$ cat src/rtl/dec_scan_n.sv
// Registered N-to-2^N one-hot decoder with enable and a prescaled auto-scan mode.
// Direct mode follows a. Scan mode steps idx once every DIV enabled cycles.
module dec_scan_n #(
    parameter int N   = 3,
    parameter int DIV = 4
) (
    input  logic              clk,
    input  logic              rst,
    input  logic              en,
    input  logic              mode,
    input  logic              load,
    input  logic [N-1:0]      a,
    output logic [2**N-1:0]   y,
    output logic [N-1:0]      idx,
    output logic              wrap
);

    localparam int W  = 2 ** N;
    localparam int CW = (DIV > 1) ? $clog2(DIV) : 1;
    localparam logic [CW-1:0] CNT_MAX = CW'(DIV - 1);
    localparam logic [N-1:0]  IDX_MAX = '1;

    logic [W-1:0]  y_q, y_d;
    logic [N-1:0]  idx_q, idx_d;
    logic [CW-1:0] cnt_q, cnt_d;
    logic          wrap_q, wrap_d;
    logic [N-1:0]  idx_inc;

    function automatic logic [W-1:0] onehot(input logic [N-1:0] v);
        logic [W-1:0] r;
        r    = '0;
        r[v] = 1'b1;
        return r;
    endfunction

    assign idx_inc = idx_q + 1'b1;

    always_comb begin
        y_d    = y_q;
        idx_d  = idx_q;
        cnt_d  = cnt_q;
        wrap_d = 1'b0;
        if (!en) begin
            // idx and cnt hold so a resumed scan keeps its phase
            y_d = '0;
        end else if (!mode || load) begin
            idx_d = a;
            y_d   = onehot(a);
            cnt_d = '0;
        end else if (cnt_q == CNT_MAX) begin
            cnt_d  = '0;
            idx_d  = idx_inc;
            y_d    = onehot(idx_inc);
            wrap_d = (idx_q == IDX_MAX);
        end else begin
            cnt_d = cnt_q + 1'b1;
            y_d   = onehot(idx_q);
        end
    end

    always_ff @(posedge clk) begin
        if (rst) begin
            y_q    <= '0;
            idx_q  <= '0;
            cnt_q  <= '0;
            wrap_q <= 1'b0;
        end else begin
            y_q    <= y_d;
            idx_q  <= idx_d;
            cnt_q  <= cnt_d;
            wrap_q <= wrap_d;
        end
    end

    assign y    = y_q;
    assign idx  = idx_q;
    assign wrap = wrap_q;

endmodule
$ cat config.mk
export PLATFORM = sky130hd
export DESIGN_NAME = dec_scan_n
export DESIGN_NICKNAME = d
export VERILOG_FILES = /design/src/rtl/dec_scan_n.sv
export SDC_FILE = /design/constraint.sdc
export NUM_CORES = 1
export LEC_CHECK = 0
export BUFFER_PORTS_ARGS = -buffer_cell sky130_fd_sc_hd__buf_2
export CAP_MARGIN = 20
export CORE_MARGIN = 1
export CORE_UTILIZATION = 54
export CTS_CLUSTER_DIAMETER = 100
export CTS_CLUSTER_SIZE = 8
export DETAILED_ROUTE_END_ITERATION = 8
export PLACE_DENSITY = 0.84
export SKIP_CTS_REPAIR_TIMING = 1
export SLEW_MARGIN = 20
export SYNTH_ARGS = -nofsm -noshare
export SYNTH_HDL_FRONTEND = slang
export SYNTH_SLANG_ARGS = --single-unit
$ cat constraint.sdc
create_clock -name clk -period 3 [get_ports clk]
set_clock_uncertainty 0.05 [all_clocks]
set_input_delay 0.15 -clock clk [delete_from_list [all_inputs] [get_ports clk]]
set_output_delay 0.15 -clock clk [all_outputs]
set_load 0.02 [all_outputs]
After elaboration in Yosys (flattened, before gate mapping):

Cells that the tools add are included.

* magnitude comparators: 6
* reductions and logical operators: 9
* eq/ne operators: 2
* add/sub/neg operators: 2
* bitwise operators: 2
* muxes and demuxes: 12

Operators by type and width (number)
* $mux 8: 2
* $lt 3x4->1 const B: 3
* $demux 1 s3: 3
* $ge 3x1->1 const B: 3
* $mux 3: 2
* $mux 2: 2
* $reduce_or 4->1: 1
* $add 3x1->3 const B: 1
* $eq 3x3->1 const B: 1
* $logic_and 1x1->1: 3
* $mux 1: 3
* $add 2x1->2 const B: 1
* $eq 2x2->1 const B: 1
* $not 1->1: 2
* $reduce_and 2->1: 1
* $reduce_bool 2->1: 1
* $reduce_or 2->1: 1
* $logic_not 1->1: 1
* $logic_or 1x1->1: 1

* word-level logic and storage cells: 37
* register bits: 14
* input port bits: 8
* output and inout port bits: 12

Logic depth before layout (Yosys ltp):

Gate-level depths: netlist of the first run.

* depth after elaboration: 7
* mapped depth: 5
* mapped depth without buffers: 5

Least setup slack after synthesis of the first run:

Ideal clock, no wire load.

* kind: reg-to-reg
* from: register idx_q[1] (netlist: idx[1])
* to: register y_q[3] (netlist: y[3])
* stages on the path, launching flop included: 6
* clock period less this slack: 1539 ps
* library setup time: 78 ps
* slack: 1461 ps
* arrival: 1411 ps
* cells stage by stage: dfxtp_1 > ha_1 > ha_1 > nor2b_1 > a311oi_1 > nor3_1

* word-level cells in the longest chain between the ends: 7

Ends and longest elaborated chain
* from (decl): RTL line 24 `logic [N-1:0] idx_q, idx_d;`
* from (signal assigned): RTL line 69 `idx_q <= idx_d;`
* $add 3x1->3: RTL line 36 `assign idx_inc = idx_q + 1'b1;`
* $lt 3x4->1 (not written as such) / $ge 3x1->1 (equally long branches): RTL line 32 `r[v] = 1'b1;`
* $logic_and 1x1->1 (not written as such): RTL line 32
* $mux 1 (not written as such): RTL line 32
* $demux 1 s3: RTL line 32
* $mux 8 (*): RTL line 50 `end else if (cnt_q == CNT_MAX) begin`
* $mux 8 (*): RTL line 46 `end else if (!mode || load) begin`
* to (signal assigned): RTL line 68 `y_q <= y_d;`
* to (decl): RTL line 23 `logic [W-1:0] y_q, y_d;`

Every way passes the cells marked *; elsewhere a longest branch is shown, timed or not.
A chain may end at the register's enable or synchronous reset.

Final worst setup path of the first run:

* from: register idx_q[0] (netlist: idx[0])
* to: register y_q[3] (netlist: y[3])

Same word-level chain as after synthesis.

==> results of run 1 <==
sequential cells by signal, summed over array words and instances (netlist names):
name	count
y	8
idx	3
cnt_q	2
wrap	1
power groups by stage:
stage          Combinational [mW]  Clock [mW]  Sequential (mW)
2_1_floorplan              0.0478           0            0.211
3_3_place_gp               0.0712           0            0.205
3_5_place_dp               0.0729           0            0.205
4_1_cts                    0.0729       0.106            0.201
5_1_grt                    0.0806       0.116            0.202
6_report                   0.0743       0.108            0.201
worst max path at each step:
stage,end,cells past startpoint
3_5_place_dp,y[3]$_SDFF_PP0_,5
4_1_cts,y[3]$_SDFF_PP0_,5
3_3_place_gp,y[3]$_SDFF_PP0_,5
6_report,y[3]$_SDFF_PP0_,5
5_1_grt,y[3]$_SDFF_PP0_,5
2_1_floorplan,y[3]$_SDFF_PP0_,5
layout make-up:
| class | instances | area [um^2] | area share [%] |
|---|---|---|---|
| Tap cell | 15 | 18.8 | 2.16 |
| Multi-Input combinational cell | 68 | 445 | 51.2 |
| Clock buffer | 3 | 22.5 | 2.59 |
| Timing Repair Buffer | 19 | 95.1 | 10.9 |
| Inverter | 2 | 7.51 | 0.863 |
| Sequential cell | 14 | 280 | 32.2 |
layout by cell type (no fill, tap or decap):
cell       n
buf_2     19
dfxtp_1   14
a21oi_1    8
nand2_1    7
a31oi_1    6
nand4_1    6
nor2b_1    5
nor3_1     4
nand3_1    3
nor2_1     3
o21ai_0    3
ha_1       3
clkbuf_4   3
nand2b_1   2
nand3b_1   2
inv_1      2
a221oi_1   2
nor4bb_1   2
a311oi_1   2
nor3b_1    2
or2b_1     1
nand4b_1   1
or4_1      1
or3b_4     1
and2_4     1
o32ai_1    1
xnor2_1    1
a311oi_2   1
cells by family (layout without fill, tap and decap cells):
logic type / after synthesis / after routing / share of synthesized area [%]
buffers and inverters: 10 / 24 / 5.84
flip-flops: 14 / 14 / 36.4
AND/OR/NAND/NOR: 41 / 41 / 32.1
adder cells (fa/ha/maj): 3 / 3 / 4.87
AO/OA/AOI/OAI: 23 / 23 / 19.6
XOR/XNOR: 1 / 1 / 1.14
routing by layer:
metal	vias up	share of wire [%]	global-route usage [%]
li1	372	-	-
met1	332	50	35.4
met2	21	44	36.1
met3	5	3.7	5.11
met4	0	2.2	12.9
met5	-	0	0
==> summary.log, run 1 <==
INFO  routing        finalWirelength=1740um
INFO  place          placement.cell_area=847um^2
INFO  timing         post-route-period-util=57.5%
INFO  worst_setup_path critPathRequiredTime=3.17ns
INFO  hold_path      worst_hold_path.endpoint=idx[2]$_SDFFE_PP0P_
INFO  worst_setup_path worst-r2r-cell-count=5
INFO  pwr            power.net_switching=0.116mW
INFO  timing         tightest_slew=0.794ns
INFO  flow_run       maxCapViolations=0
INFO  worst_setup_path cp.buffers_inverters=0
INFO  hold_path      min_from=rst
INFO  timing         maxSlewHeadroom=47.0%
INFO  cts            tritoncts=yes
INFO  routing        via_count=730
INFO  hold_path      whs_path_depth=2
INFO  floorplanning  floorplan.initialDensity=58.5%
INFO  pwr            report.power.total=0.383mW
INFO  finish         fillerInstances=110
INFO  timing         final_max_slew_viol_count=0
INFO  routing        drt-vias-per-instance=6.03
INFO  timing         maximum_clock_frequency=0.580GHz
INFO  cts            tritoncts_num_sinks=14
INFO  pwr            sw_share=30.2%
INFO  floorplanning  core=0.00132mm^2
INFO  cts            clk_latency_worst_skew_pair=0.29ns
INFO  worst_setup_path endpoint_kind=register
INFO  grt            globalRouteTotalUtil=25.4%
INFO  finish         final_net_count=119
INFO  worst_setup_path timing.critical_path.from=idx[0]$_SDFFE_PP0P_
INFO  yosys          synth.area.top_cells=dfxtp_1 36%, a21oi_1 5.2%, a31oi_1 4.9%, ha_1 4.9%, nand4_1 4.9%
INFO  finish         layout.cell_area.non_filler=870um^2
INFO  finish         num_antenna_cells=0
INFO  worst_setup_path crit_arrival=1.89ns
INFO  routing        routed_wire_length_per_instance=14.4um
INFO  floorplanning  dieWidth=39.8um
INFO  grt            grt_pass1_wl=2530um
INFO  cts            root_buffer=clkbuf_4
INFO  worst_setup_path critPathTopFamily=flip-flops
INFO  floorplanning  die-height=39.8um
INFO  yosys          synth-edff-count=0
INFO  timing         layout_setup_ws=1.28ns
INFO  yosys          yosysTopAreaCellShare=36.4%
INFO  pwr            irDropWorstVdd=0.317mV
INFO  yosys          synth_top_flop_cell=dfxtp_1
INFO  yosys          yosys.cell_count.top_type=dfxtp_1
INFO  pwr            p_comb_share=19.4%
INFO  worst_setup_path timing.critical_path.fanout_max=13
INFO  yosys          netlist_instances=92
INFO  timing         timing.final.crit_period=1.72ns
INFO  worst_setup_path setup.reg_to_reg.worst_slack=1.28ns
INFO  yosys          synth-seq-cells=14
INFO  timing         setup_viol=0
INFO  timing         hold_slack=0.0658ns
INFO  floorplanning  num_io_pins=20
INFO  pwr            clock_power_share=28.1%
INFO  floorplanning  row_count=13
INFO  grt            largest_net_degree_at_the_start_of_global_routing=14
INFO  yosys          syn-mean-instance-area=8.38um^2
INFO  worst_setup_path cp_slowest_stage_delay=0.54ns
INFO  finish         drive_gt1_share=23.6%
INFO  floorplanning  die-area=0.00158mm^2
INFO  place          portBuffers=19
INFO  timing         fin_setup_tns=0ns
INFO  routing        postRouteAntennaNets=0
INFO  pwr            share_of_total_power_in_sequential_cells=52.5%
INFO  hold_path      hold_path.class=in2reg
INFO  status         run_status=finished, final reports clean
INFO  routing        drtIter0Drc=21
INFO  finish         area.growth.synth_to_final=12.8%
INFO  worst_setup_path worst_path_max_delay_cell=dfxtp_1
INFO  worst_setup_path worst_r2r_startpoint=idx[0]$_SDFFE_PP0P_
INFO  grt            overflow=0
INFO  timing         timing_hold_violations_final=0
INFO  yosys          cell_variety_after_synth=30
INFO  finish         final-instance-count-excl-fill=121
INFO  grt            grt_pass1_vias=540
INFO  worst_setup_path crit_top_cell=ha_1
INFO  yosys          postSynthNetCount=103
INFO  yosys          synthDominantAreaCellType=dfxtp_1
INFO  cts            clock_path_buffers=2
INFO  routing        drt_pre_antenna_iters=4
INFO  worst_setup_path timing_worst_setup_path_type=reg2reg
INFO  yosys          ys_warn_count=0
INFO  worst_setup_path worstReg2RegEnd=y[3]$_SDFF_PP0_
INFO  pwr            p_int=0.268mW
INFO  yosys          post_synth_instance_area=771um^2
INFO  yosys          post_synthesis_sequential_area_ratio=36.4%
INFO  cts            tritoncts.num_buffers=3
INFO  worst_setup_path timing.critical_path.cells=ha_1, ha_1, nor2b_1, a311oi_1, nor3_1
INFO  cts            clk_transition_reported_paths=0.08ns
INFO  pwr            power.density=441mW/mm^2
INFO  timing         grt_setup_unrepaired=false
INFO  place          dp_hpwl=1230um
INFO  pwr            leakagePower=0.350nW
INFO  grt            number_of_antenna_violations_at_the_first_check_in_global_routing=0
INFO  place          dpl.cell_count=118
INFO  place          placement.setup.worst_slack=1.31ns
INFO  place          routability_cong=0.887
INFO  worst_setup_path startpoint_type=register
INFO  finish         final_util=66.0%
INFO  cts            clock_tree.htree_level_count=1
INFO  yosys          async_flop_share=0%
INFO  routing        route.detailed.drc=0
INFO  yosys          ys_top_cells_by_count=14 x dfxtp_1, 8 x a21oi_1, 7 x nand2_1, 6 x a31oi_1, 6 x nand4_1
Note: power is estimated with default switching activity, not from simulation.
==> inputs of run 2 (changes only) <==
ABC_AREA = 1   (was unset)
CORE_UTILIZATION = 51   (was 54)
PLACE_DENSITY = 0.8   (was 0.84)
clock period = 1.7 ns   (was 3 ns; I/O delays follow)
==> run 2 against run 1 <==
- the flow now finishes with violations (negative hold slack)
- final cell count is 41% higher
- sequential share of layout area decreased by 2.9 points
- first-iteration DRC count increased by 33%
- cell area grew 10%
- critical endpoint is now y[4]$_SDFF_PP0_
==> summary.log, run 2 <==
INFO  yosys          post_synthesis_sequential_area_ratio=34.3% [-2.1 points]
INFO  worst_setup_path startpoint_type=register
INFO  floorplanning  core=0.00151mm^2 [+14%]
INFO  yosys          synth-seq-cells=14 [unchanged]
INFO  yosys          syn-mean-instance-area=6.15um^2 [-27%]
INFO  grt            largest_net_degree_at_the_start_of_global_routing=15 [+1]
INFO  worst_setup_path worst_r2r_startpoint=idx[0]$_SDFFE_PP0P_
INFO  yosys          ys_top_cells_by_count=41 x nand2_1, 21 x inv_1, 17 x nor2_1, 16 x nand3_1, 14 x dfxtp_1
INFO  worst_setup_path endpoint_kind=register
INFO  cts            clk_transition_reported_paths=0.09ns [about the same]
INFO  timing         hold_slack=-0.000708ns [-0.0665 ns]
INFO  pwr            power.density=774mW/mm^2 [+76%]
INFO  worst_setup_path setup.reg_to_reg.worst_slack=0.20ns [-1.08 ns]
INFO  timing         setup_viol=0 [unchanged]
INFO  routing        drt-vias-per-instance=5.04 [-17%]
INFO  cts            clock_path_buffers=2 [unchanged]
INFO  finish         final-instance-count-excl-fill=171 [+41%]
INFO  yosys          cell_variety_after_synth=15 [-50%]
INFO  cts            clock_tree.htree_level_count=1 [unchanged]
INFO  finish         layout.cells.most_common=nand2_1
INFO  timing         grt_setup_unrepaired=false
INFO  yosys          synth-edff-count=0 [unchanged]
INFO  timing         post-route-period-util=88.5% [+31 points]
INFO  yosys          yosys.cell_count.top_type=nand2_1
INFO  cts            tritoncts.num_buffers=3 [unchanged]
INFO  grt            overflow=0 [unchanged]
INFO  routing        route.detailed.drc=0 [unchanged]
INFO  place          dpl.cell_count=166 [+41%]
INFO  worst_setup_path worst-r2r-cell-count=8 [+3]
INFO  pwr            leakagePower=0.570nW [+63%]
INFO  yosys          async_flop_share=0% [unchanged]
INFO  floorplanning  die-area=0.00177mm^2 [+12%]
INFO  yosys          synth.area.top_cells=dfxtp_1 34%, nand2_1 19%, nand3_1 9.8%, inv_1 9.6%, nor2_1 7.8%
INFO  cts            root_buffer=clkbuf_4
INFO  finish         final_net_count=167 [+40%]
INFO  routing        drt_pre_antenna_iters=4 [unchanged]
INFO  floorplanning  num_io_pins=20 [unchanged]
INFO  finish         fillerInstances=136 [+24%]
INFO  timing         final_max_slew_viol_count=0 [unchanged]
INFO  cts            clk_latency_worst_skew_pair=0.28ns [about the same]
INFO  routing        via_count=861 [+18%]
INFO  routing        finalWirelength=1700um [-2.3%]
INFO  worst_setup_path critPathRequiredTime=1.88ns [-1.29 ns]
INFO  yosys          synth_top_flop_cell=dfxtp_1
INFO  finish         mostFrequentLayoutCells=41 x nand2_1, 21 x inv_1, 19 x buf_2
INFO  floorplanning  die-height=42.1um [+5.7%]
INFO  finish         drive_gt1_share=18.7% [-4.9 points]
INFO  timing         maxSlewHeadroom=80.2% [+33 points]
INFO  yosys          ys_warn_count=0 [unchanged]
INFO  worst_setup_path timing.critical_path.to=y[4]$_SDFF_PP0_
INFO  place          routability_cong=0.948 [+7.0%]
INFO  flow_run       maxCapViolations=0 [unchanged]
INFO  yosys          synthDominantAreaCellType=dfxtp_1
INFO  worst_setup_path worstReg2RegEnd=y[4]$_SDFF_PP0_
INFO  finish         num_antenna_cells=0 [unchanged]
INFO  place          portBuffers=19 [unchanged]
INFO  timing         tightest_slew=0.296ns [-0.498 ns]
INFO  floorplanning  floorplan.initialDensity=54.3% [-4.2 points]
INFO  status         violations_in_the_final_reports=negative hold slack
INFO  worst_setup_path timing_worst_setup_path_type=reg2reg
INFO  finish         final_util=63.7% [-2.3 points]
INFO  worst_setup_path timing.critical_path.fanout_max=8 [-5]
INFO  timing         maximum_clock_frequency=0.665GHz [+15%]
INFO  routing        drtIter0Drc=28 [+33%]
INFO  cts            tritoncts=yes
INFO  grt            globalRouteTotalUtil=20.5% [-4.9 points]
INFO  status         run_status=finished, violations left
INFO  floorplanning  row_count=14 [+1]
INFO  finish         largest_reg_flops=8 [unchanged]
INFO  grt            grt_pass1_wl=2810um [+11%]
INFO  floorplanning  dieWidth=42.1um [+5.7%]
INFO  worst_setup_path timing.critical_path.from=idx[0]$_SDFFE_PP0P_
INFO  grt            number_of_antenna_violations_at_the_first_check_in_global_routing=0 [unchanged]
INFO  pwr            irDropWorstVdd=0.506mV [+60%]
INFO  finish         area.growth.synth_to_final=17.3%
INFO  timing         timing_hold_violations_final=1 [+1]
INFO  routing        routed_wire_length_per_instance=9.95um [-31%]
INFO  yosys          post_synth_instance_area=818um^2 [+6.2%]
INFO  yosys          postSynthNetCount=144 [+40%]
INFO  hold_path      hold_path.class=in2reg
INFO  routing        postRouteAntennaNets=0 [unchanged]
INFO  worst_setup_path crit_arrival=1.69ns [-0.20 ns]
INFO  place          dp_hpwl=1310um [+6.1%]
INFO  timing         fin_setup_tns=0ns [unchanged]
INFO  yosys          netlist_instances=133 [+45%]
INFO  grt            grt_pass1_vias=684 [+27%]
INFO  cts            tritoncts_num_sinks=14 [unchanged]
INFO  timing         timing.final.crit_period=1.50ns [-0.219 ns]
INFO  yosys          yosysTopAreaCellShare=34.3% [-2.1 points]
## run 2: changes by cell type in the layout (fill, tap and decap cells not counted), moves of 5 or more
cell	before	now
nand4_1	6	0
nor2b_1	5	0
nand2_1	7	41
nand3_1	3	16
nor2_1	3	17
inv_1	2	21
a31oi_1	6	0
## run 2: logic make-up (layout without fill, tap and decap cells)
kind of cell | count (synthesis) | in the layout | share of synthesized area, %
flip-flops | 14 | 14 | 34.3
AO/OA/AOI/OAI | 10 | 10 | 6.12
adder cells (fa/ha/maj) | 3 | 3 | 4.59
buffers and inverters | 24 | 46 | 12.7
XOR/XNOR | 1 | 1 | 1.07
AND/OR/NAND/NOR | 81 | 81 | 41.3
## run 2: final cells by class
class | instances | area, um^2 | share of cell area [%]
Sequential cell | 14 | 282 | 29.3
Multi-Input combinational cell | 95 | 434 | 45.2
Tap cell | 16 | 20.0 | 2.09
Clock buffer | 4 | 36.3 | 3.78
Inverter | 22 | 82.6 | 8.60
Timing Repair Buffer | 20 | 105 | 11.0
## run 2: worst min path at each step
stage | from | endpoint | slack (ns) | depth (start not counted)
detailed placement | rst | cnt_q[0]$_SDFFE_PP0P_ | 0.22 | 2
finish | en | cnt_q[1]$_SDFFE_PP0P_ | -0.0007 | 2
global placement | rst | cnt_q[0]$_SDFFE_PP0P_ | 0.22 | 2
CTS | rst | cnt_q[0]$_SDFFE_PP0P_ | -0.08 | 2
global route | en | cnt_q[1]$_SDFFE_PP0P_ | 0.02 | 2
floorplan | rst | cnt_q[0]$_SDFFE_PP0P_ | 0.11 | 1
## run 2: power breakdown
part	internal (mW)	leakage (nW)	total, mW	switching [mW]
Sequential	0.341	0.114	0.354	0.0127
Clock	0.130	0.0210	0.242	0.111
Combinational	0.0503	0.435	0.147	0.0971
## run 2: metal layers
layer | global-route usage [%] | wire [um]
met5 | 0 | 0
met4 | 9.38 | 37
met3 | 3.02 | 95
met1 | 27.5 | 822
met2 | 32.5 | 746
## run 2: through the flow
stage | setup slack [ns] | power (mW) | cell area [um^2]
after floorplan | 0.185 | 0.467 | 818
after detailed placement | 0.178 | 0.505 | 912
after CTS | 0.149 | 0.744 | 948
final | 0.195 | 0.743 | 960
after global routing | 0.0104 | 0.781 | 960
after global placement | 0.210 | 0.503 | 912
## run 2: critical path, stage by stage, from the launching register on
cell	delay, ns
dfxtp_2	0.37
ha_1	0.21
ha_1	0.35
inv_1	0.07
nor2_1	0.13
nand3_1	0.09
nand3_1	0.09
nand2_1	0.05
inv_1	0.04
